File: src/rtl/fix_msg_buffer.sv
// FIX message store: captures one encoder byte-stream into RAM,
// flags completion, and replays the bytes as the host drains them.
module fix_msg_buffer #(
    parameter int         DEPTH   = 256,
    parameter logic [7:0] CMD_ARM = 8'h11,
    parameter logic [7:0] CMD_CLR = 8'hDD
) (
    input  logic       clk,
    input  logic       reset,
    input  logic [7:0] session_initiate,
    input  logic       in_valid,
    input  logic [7:0] in_data,
    input  logic       in_last,
    output logic       in_ready,
    input  logic       read_request,
    output logic [7:0] data_out_2,
    output logic [7:0] final_index,
    output logic       fix_message_sent,
    output logic       overflow
);

    localparam int         AW       = (DEPTH > 1) ? $clog2(DEPTH) : 1;
    localparam logic [7:0] LAST_IDX = 8'(DEPTH - 1);

    typedef enum logic [1:0] {
        IDLE,
        FILL,
        READY
    } state_t;

    state_t     state;
    state_t     state_next;

    logic [7:0] mem [DEPTH];
    logic [7:0] wr_ptr;
    logic [7:0] rd_ptr;

    logic       cmd_arm;
    logic       cmd_clr;
    logic       cmd_any;
    logic       wr_en;
    logic       wr_end;
    logic       rd_adv;

    assign cmd_arm  = (session_initiate == CMD_ARM);
    assign cmd_clr  = (session_initiate == CMD_CLR);
    assign cmd_any  = cmd_arm | cmd_clr;
    assign in_ready = (state == FILL);

    // A command in the same cycle wins over any write or read advance.
    assign wr_en  = in_valid & in_ready & ~cmd_any;
    // The message ends on in_last, or is cut off when the RAM is full.
    assign wr_end = wr_en & (in_last | (wr_ptr == LAST_IDX));
    // Read pointer saturates on the last stored byte.
    assign rd_adv = (state == READY) & read_request & ~cmd_any
                  & (rd_ptr < final_index);

    // Next-state decode: commands first, then end of capture.
    always_comb begin
        state_next = state;
        if (cmd_clr) begin
            state_next = IDLE;
        end else if (cmd_arm) begin
            state_next = FILL;
        end else if (wr_end) begin
            state_next = READY;
        end
    end

    // State register.
    always_ff @(posedge clk) begin
        if (reset) begin
            state <= IDLE;
        end else begin
            state <= state_next;
        end
    end

    // Pointers, completion flags and registered read port.
    always_ff @(posedge clk) begin
        if (reset) begin
            wr_ptr           <= '0;
            rd_ptr           <= '0;
            final_index      <= '0;
            fix_message_sent <= 1'b0;
            overflow         <= 1'b0;
            data_out_2       <= '0;
        end else begin
            data_out_2 <= mem[rd_ptr[AW-1:0]];
            if (cmd_any) begin
                wr_ptr           <= '0;
                rd_ptr           <= '0;
                final_index      <= '0;
                fix_message_sent <= 1'b0;
                overflow         <= 1'b0;
            end else begin
                if (wr_en) begin
                    // Hold at the top so the pointer never leaves the RAM.
                    if (wr_ptr != LAST_IDX) begin
                        wr_ptr <= wr_ptr + 8'd1;
                    end
                    if (wr_end) begin
                        final_index      <= in_last ? wr_ptr : LAST_IDX;
                        fix_message_sent <= 1'b1;
                        overflow         <= overflow | ~in_last;
                    end
                end
                if (rd_adv) begin
                    rd_ptr <= rd_ptr + 8'd1;
                end
            end
        end
    end

    // Message RAM write port; contents are never reset.
    always_ff @(posedge clk) begin
        if (wr_en) begin
            mem[wr_ptr[AW-1:0]] <= in_data;
        end
    end

endmodule

File: config.mk
export PLATFORM = sky130hd
export DESIGN_NAME = fix_msg_buffer
export DESIGN_NICKNAME = d
export VERILOG_FILES = /design/src/rtl/fix_msg_buffer.sv
export SDC_FILE = /design/constraint.sdc
export NUM_CORES = 2
export LEC_CHECK = 0
export ABC_CLOCK_PERIOD_IN_PS = 2890
export BUFFER_PORTS_ARGS = -buffer_cell sky130_fd_sc_hd__buf_2
export CORE_ASPECT_RATIO = 0.8
export CORE_MARGIN = 10
export CORE_UTILIZATION = 40
export CTS_CLUSTER_DIAMETER = 50
export DETAILED_ROUTE_END_ITERATION = 6
export SLEW_MARGIN = 15
export SYNTH_ARGS = -nofsm -noshare
export SYNTH_HDL_FRONTEND = slang
export SYNTH_SLANG_ARGS = --single-unit
File: constraint.sdc
create_clock -name clk -period 2.89 [get_ports clk]
set_clock_uncertainty 0.1 [all_clocks]
set_input_delay 0 -clock clk [delete_from_list [all_inputs] [get_ports clk]]
set_output_delay 0 -clock clk [all_outputs]
set_load 0.02 [all_outputs]
# After elaboration in Yosys (flattened, before gate mapping)
# Memory sizes are Yosys's and may differ from the RTL's. A register that Yosys moved wholly into a read port is not among the register bits.
# Index checks and enable logic that the tools add are counted.
[op_classes]
mux = 5
n_shift = 0
eq_ne = 6
multipliers = 0
n_bitwise = 11
div_mod_pow = 0
order_cmp = 1
n_addsub = 2
reduce_logical = 6
[op_table]
columns = ["operator", "count"]
rows = [
  ["adder 8 x 1 -> 8 bit, second input constant", 2],
  ["equality test 8 bit, second input constant", 2],
  ["equality test 8 x 5 -> 1 bit, second input constant", 1],
  ["< comparator 8 bit", 1],
  ["2-to-1 mux 8 bit", 1],
  ["!= test 8 bit, second input constant", 1],
  ["AND 1 bit", 6],
  ["2-to-1 mux 1 bit", 4],
  ["AND reduction 2 bit", 2],
  ["OR reduction 2 bit", 2],
  ["bitwise OR 1 bit", 3],
  ["OR reduction 3 bit", 1],
  ["equality test 2 x 1 -> 1 bit, second input constant", 1],
  ["equality test 2 bit, second input constant", 1],
  ["NOT 1 bit", 2],
  ["nonzero test 2 bit", 1],
]
[word_totals]
out_inout_bits = 19
inputBits = 21
register_bits = 28
latch_bits = 0
mem_count = 1
rom_bits = 0
ramBits = 2048
[mem_list]
columns = ["name", "words", "width", "rd", "rd_ports_with_merged_regs", "write_ports", "line", "text"]
rows = [
  ["mem", 256, 8, 1, 1, 1, "34", "logic [7:0] mem [DEPTH];"],
]

# Longest topological paths before layout
[depth]
depth_word = 7
depth_mapped = 12
depth_no_buf = 8

# Worst setup path after synthesis
# OpenSTA, ideal clock, no wires.
[synth_timing]
path_kind = "register to register"
startpoint = "register state[0]"
endpoint = "memory mem[104][0], enable pin"
path_stages_with_launch = 8
setup_ns = 0.370
path_buffers = 2
path_slack_ns = 0.308
arrival_ns = 2.112
path_cell_list = "dfxtp_1 > nor2b_1 > and2_1 > and2_0 > buf_2 > nand3_1 > clkbuf_1 > nor2_1"
[synth_between]
elab_chain_cells = 5
[synth_lines]
columns = ["element", "line", "text"]
rows = [
  ["start, declared", "31", "state_t state;"],
  ["start signal, assigned", "75", "state <= state_next;"],
  ["equality test 2 x 1 -> 1 bit", "48", "assign in_ready = (state == FILL);"],
  ["net in_ready", "14", "output logic in_ready,"],
  ["AND 1 bit (2 in series)", "51", "assign wr_en = in_valid & in_ready & ~cmd_any;"],
  ["2-to-1 mux 1 bit", "117", "if (wr_en) begin"],
  ["2-to-1 mux 1 bit (implied by the code)", "118", "mem[wr_ptr[AW-1:0]] <= in_data;"],
  ["end, declared", "34", ""],
]
# The timed path passes the listed nets, and every way through them passes these cells.

==> impl_metrics.env <==
export IMPL_synth_edf_count=2048
export IMPL_rrSetupSlack_ns=-0.21
export IMPL_grt_usage_pct=20.0
export IMPL_clk_path_buf_depth=3
export IMPL_routed_wl_mm=228
export IMPL_tightest_slew_ns=1.02
export IMPL_insertion_delay_ns=0.83
export IMPL_cts_sinks=2084
export IMPL_gr_total_overflow=0
export IMPL_final_common_cell="edfxtp_1"
export IMPL_drive_above_1_share_pct=30.6
export IMPL_syn_inst=4120
export IMPL_die_w_microns=525
export IMPL_fin_crit_ns=3.10
export IMPL_max_slew_margin_pct=31.5
export IMPL_reg2regPathDepth=12
export IMPL_total_power_w=0.0593
export IMPL_grt_pass1_wl_mm=328
export IMPL_grt_pass1_vias=44300
export IMPL_rr_startpoint="rd_ptr[0]"
export IMPL_pin_count=40
export IMPL_syn_nets=4153
export IMPL_vias=45100
export IMPL_rsz0062_at_grt="yes"
export IMPL_violations="negative setup slack"
export IMPL_min_delay_path_depth=6
export IMPL_startpoint_type="register"
export IMPL_setup_violations=14
export IMPL_cp_end_kind="register"
export IMPL_fillers=16600
export IMPL_seq_area_frac_synth_pct=76.3
export IMPL_vias_per_cell=5.78
export IMPL_htree_levels=4
export IMPL_dp_hpwl_mm=147
export IMPL_ir_drop_v=0.000693
export IMPL_syn_to_final_growth_pct=20.3
export IMPL_firstDrtPassIters=6
export IMPL_hold_end="wr_ptr[2]"
export IMPL_path_clk_slew_ns=0.06
export IMPL_die_y_microns=424
export IMPL_ys_seq_elements=2084
export IMPL_status="finished, violations left"
export IMPL_antenna_found_initial=10
export IMPL_hp_start="session_initiate[0]"
export IMPL_seqCellArea_sq_mm=0.0622
export IMPL_synth_ff_type="edfxtp_1"
export IMPL_ys_async_sr_fraction_pct=0
export IMPL_rows=148
export IMPL_multi_input_area_sq_mm=0.0182
export IMPL_grt_max_degree=113
export IMPL_dieArea_sq_mm=0.223
export IMPL_fin_ws_ns=-0.211
export IMPL_final_cell_mix="2048 x edfxtp_1, 676 x buf_4, 353 x mux4_2, 344 x mux2i_1, 290 x nor2_1"
export IMPL_syn_area_sq_mm=0.0816
export IMPL_core_area_sq_mm=0.203
export IMPL_hold_violations=0
export IMPL_avgSynthCellArea_sq_um=19.8
export IMPL_synth_distinct_cells=63
export IMPL_yosys_warnings=0
export IMPL_hold_class="in -> reg"
export IMPL_fin_crit_sh_pct=107
export IMPL_crit_path_max_fanout=7
export IMPL_fmax_mhz=322
export IMPL_worstPathRequired_ns=3.51
export IMPL_fin_tns_setup_ns=-1.29
export IMPL_gp_congestion=0.880
export IMPL_portBuffers=39
export IMPL_numCtsBuffers=193
export IMPL_start_util_pct=40.2
export IMPL_crit_type="reg -> reg"
export IMPL_post_drt_wl_per_cell_microns=29.3
export IMPL_maxSlewViolCount=0
export IMPL_cts_root_buf="clkbuf_16"
export IMPL_drc_errors=0
export IMPL_crit_arrival_ns=3.72
export IMPL_cts_tree="built"
export IMPL_drv_cap=0
export IMPL_regToRegEndpoint="data_out_2[0]"
export IMPL_drt_iter0_drc=5747
export IMPL_final_antenna_net_count=0
export IMPL_cellLeakagePower_nw=30.8
export IMPL_power_density_mw_per_mm2=604
export IMPL_final_nets=4955
==> repair_timing <==
item | in CTS | in global routing
gates resized for setup | 99 | 29
buffers inserted | 22 | 5
pin swaps | 16 | 9
setup endpoints to repair | 8 | 2020
hold buffers | 23 | 2
gates cloned | 7 | 2
hold endpoints to repair | 1086 | 9
==> layer usage <==
| metal | global-route usage, % | wire [microns] | vias to the layer above |
|---|---|---|---|
| li1 | - | - | 18800 |
| met1 | 29.7 | 98400 | 23800 |
| met2 | 30.1 | 102000 | 2211 |
| met3 | 3.86 | 21400 | 327 |
| met4 | 5.71 | 6090 | 10 |
| met5 | 0 | 65 | - |
==> synth_stat cells, drive strengths merged, types with 4 or more instances <==
| master | n | share of area (%) |
|---|---|---|
| mux2i | 348 | 4.3 |
| nand3 | 43 | 0.26 |
| ha | 12 | 0.18 |
| o32ai | 4 | 0.043 |
| a31o | 4 | 0.043 |
| or3 | 6 | 0.046 |
| and3 | 4 | 0.031 |
| nor4 | 11 | 0.084 |
| edfxtp | 2048 | 75 |
| nand4 | 6 | 0.046 |
| buf | 127 | 1.3 |
| o211ai | 10 | 0.092 |
| o31ai | 8 | 0.074 |
| a221oi | 4 | 0.043 |
| nor3 | 43 | 0.26 |
| mux4 | 360 | 10 |
| nand2 | 77 | 0.35 |
| a22oi | 27 | 0.25 |
| mux2 | 7 | 0.097 |
| o22ai | 81 | 0.62 |
| o21ai | 57 | 0.35 |
| a21oi | 103 | 0.63 |
| inv | 14 | 0.064 |
| a31oi | 7 | 0.054 |
| and2 | 7 | 0.054 |
| o221ai | 148 | 1.6 |
| or4 | 5 | 0.046 |
| a211oi | 23 | 0.21 |
| nor2b | 17 | 0.13 |
| clkbuf | 129 | 0.60 |
| dfxtp | 36 | 0.88 |
| o221a | 8 | 0.11 |
| o311ai | 7 | 0.075 |
| nor2 | 291 | 1.3 |
| nand2b | 6 | 0.046 |
==> sequential cells by signal, indices dropped and copies added, names as in the netlist <==
register / count
final_index: 8
mem: 2048
wr_ptr: 8
overflow: 1
state: 2
data_out_2: 8
rd_ptr: 8
fix_message_sent: 1
==> power breakdown <==
part | total, W | switching, W | internal (W)
Combinational | 0.000670 | 0.000562 | 0.000109
Sequential | 0.0332 | 0.00000542 | 0.0332
Clock | 0.0254 | 0.0113 | 0.0141
Total | 0.0593 | 0.0119 | 0.0474
==> final cells by class <==
cell class	instances	area share, %
flip-flops and latches	2084	63.4
multi-input cells	1766	18.6
repair buffers	863	8.12
clock buffers	238	5.15
well taps	2700	3.44
clock inverters	125	1.24
inverters	14	0.0612
diodes	3	0.00765
==> stage by stage <==
step	instance area, sq um	utilization, %	cells	worst slack (ns)	hold WS [ns]
5_1_grt	98200	48.3	7791	-0.264	0.0579
3_5_place_dp	90600	44.6	7369	-0.940	0.232
6_report	98200	48.3	7793	-0.211	0.0116
2_1_floorplan	81600	-	4120	0.308	-0.00113
4_1_cts	98000	48.2	7783	-0.114	0.00273
3_3_place_gp	90600	44.6	7367	-1.47	0.206
==> critical path, stage by stage, from the launching register on <==
cell and delay [ns]:
dfxtp_4 0.44, buf_12 0.13, buf_12 0.17, buf_16 0.15, buf_6 0.10, mux4_2 0.51
mux2i_4 0.21, o22ai_4 0.11, nor3_4 0.38, buf_6 0.19, nor4_2 0.05, buf_4 0.18
a31o_1 0.20
==> worst max-delay path by stage <==
stage / from / to / slack [ns] / depth (start not counted)
after floorplan: state[0] / mem[104][0] / 0.31 / 7
after global placement: rd_ptr[0] / data_out_2[0] / -1.47 / 12
after detailed placement: rd_ptr[0] / data_out_2[0] / -0.94 / 11
after CTS: rd_ptr[0] / data_out_2[6] / -0.11 / 9
after global routing: rd_ptr[0] / data_out_2[0] / -0.26 / 12
final: rd_ptr[0] / data_out_2[0] / -0.21 / 12
==> cells by family after synthesis <==
group,after synthesis,share of synthesized area (%)
muxes,715,14.3
buffers and inverters,270,1.97
AOI/OAI and AO/OA,508,4.37
xor gates and xnor gates,5,0.0537
adders and majority gates,12,0.184
DFF,2084,76.3
and+or+nand+nor,526,2.81
No activity file was read; power rests on OpenSTA's default activity.
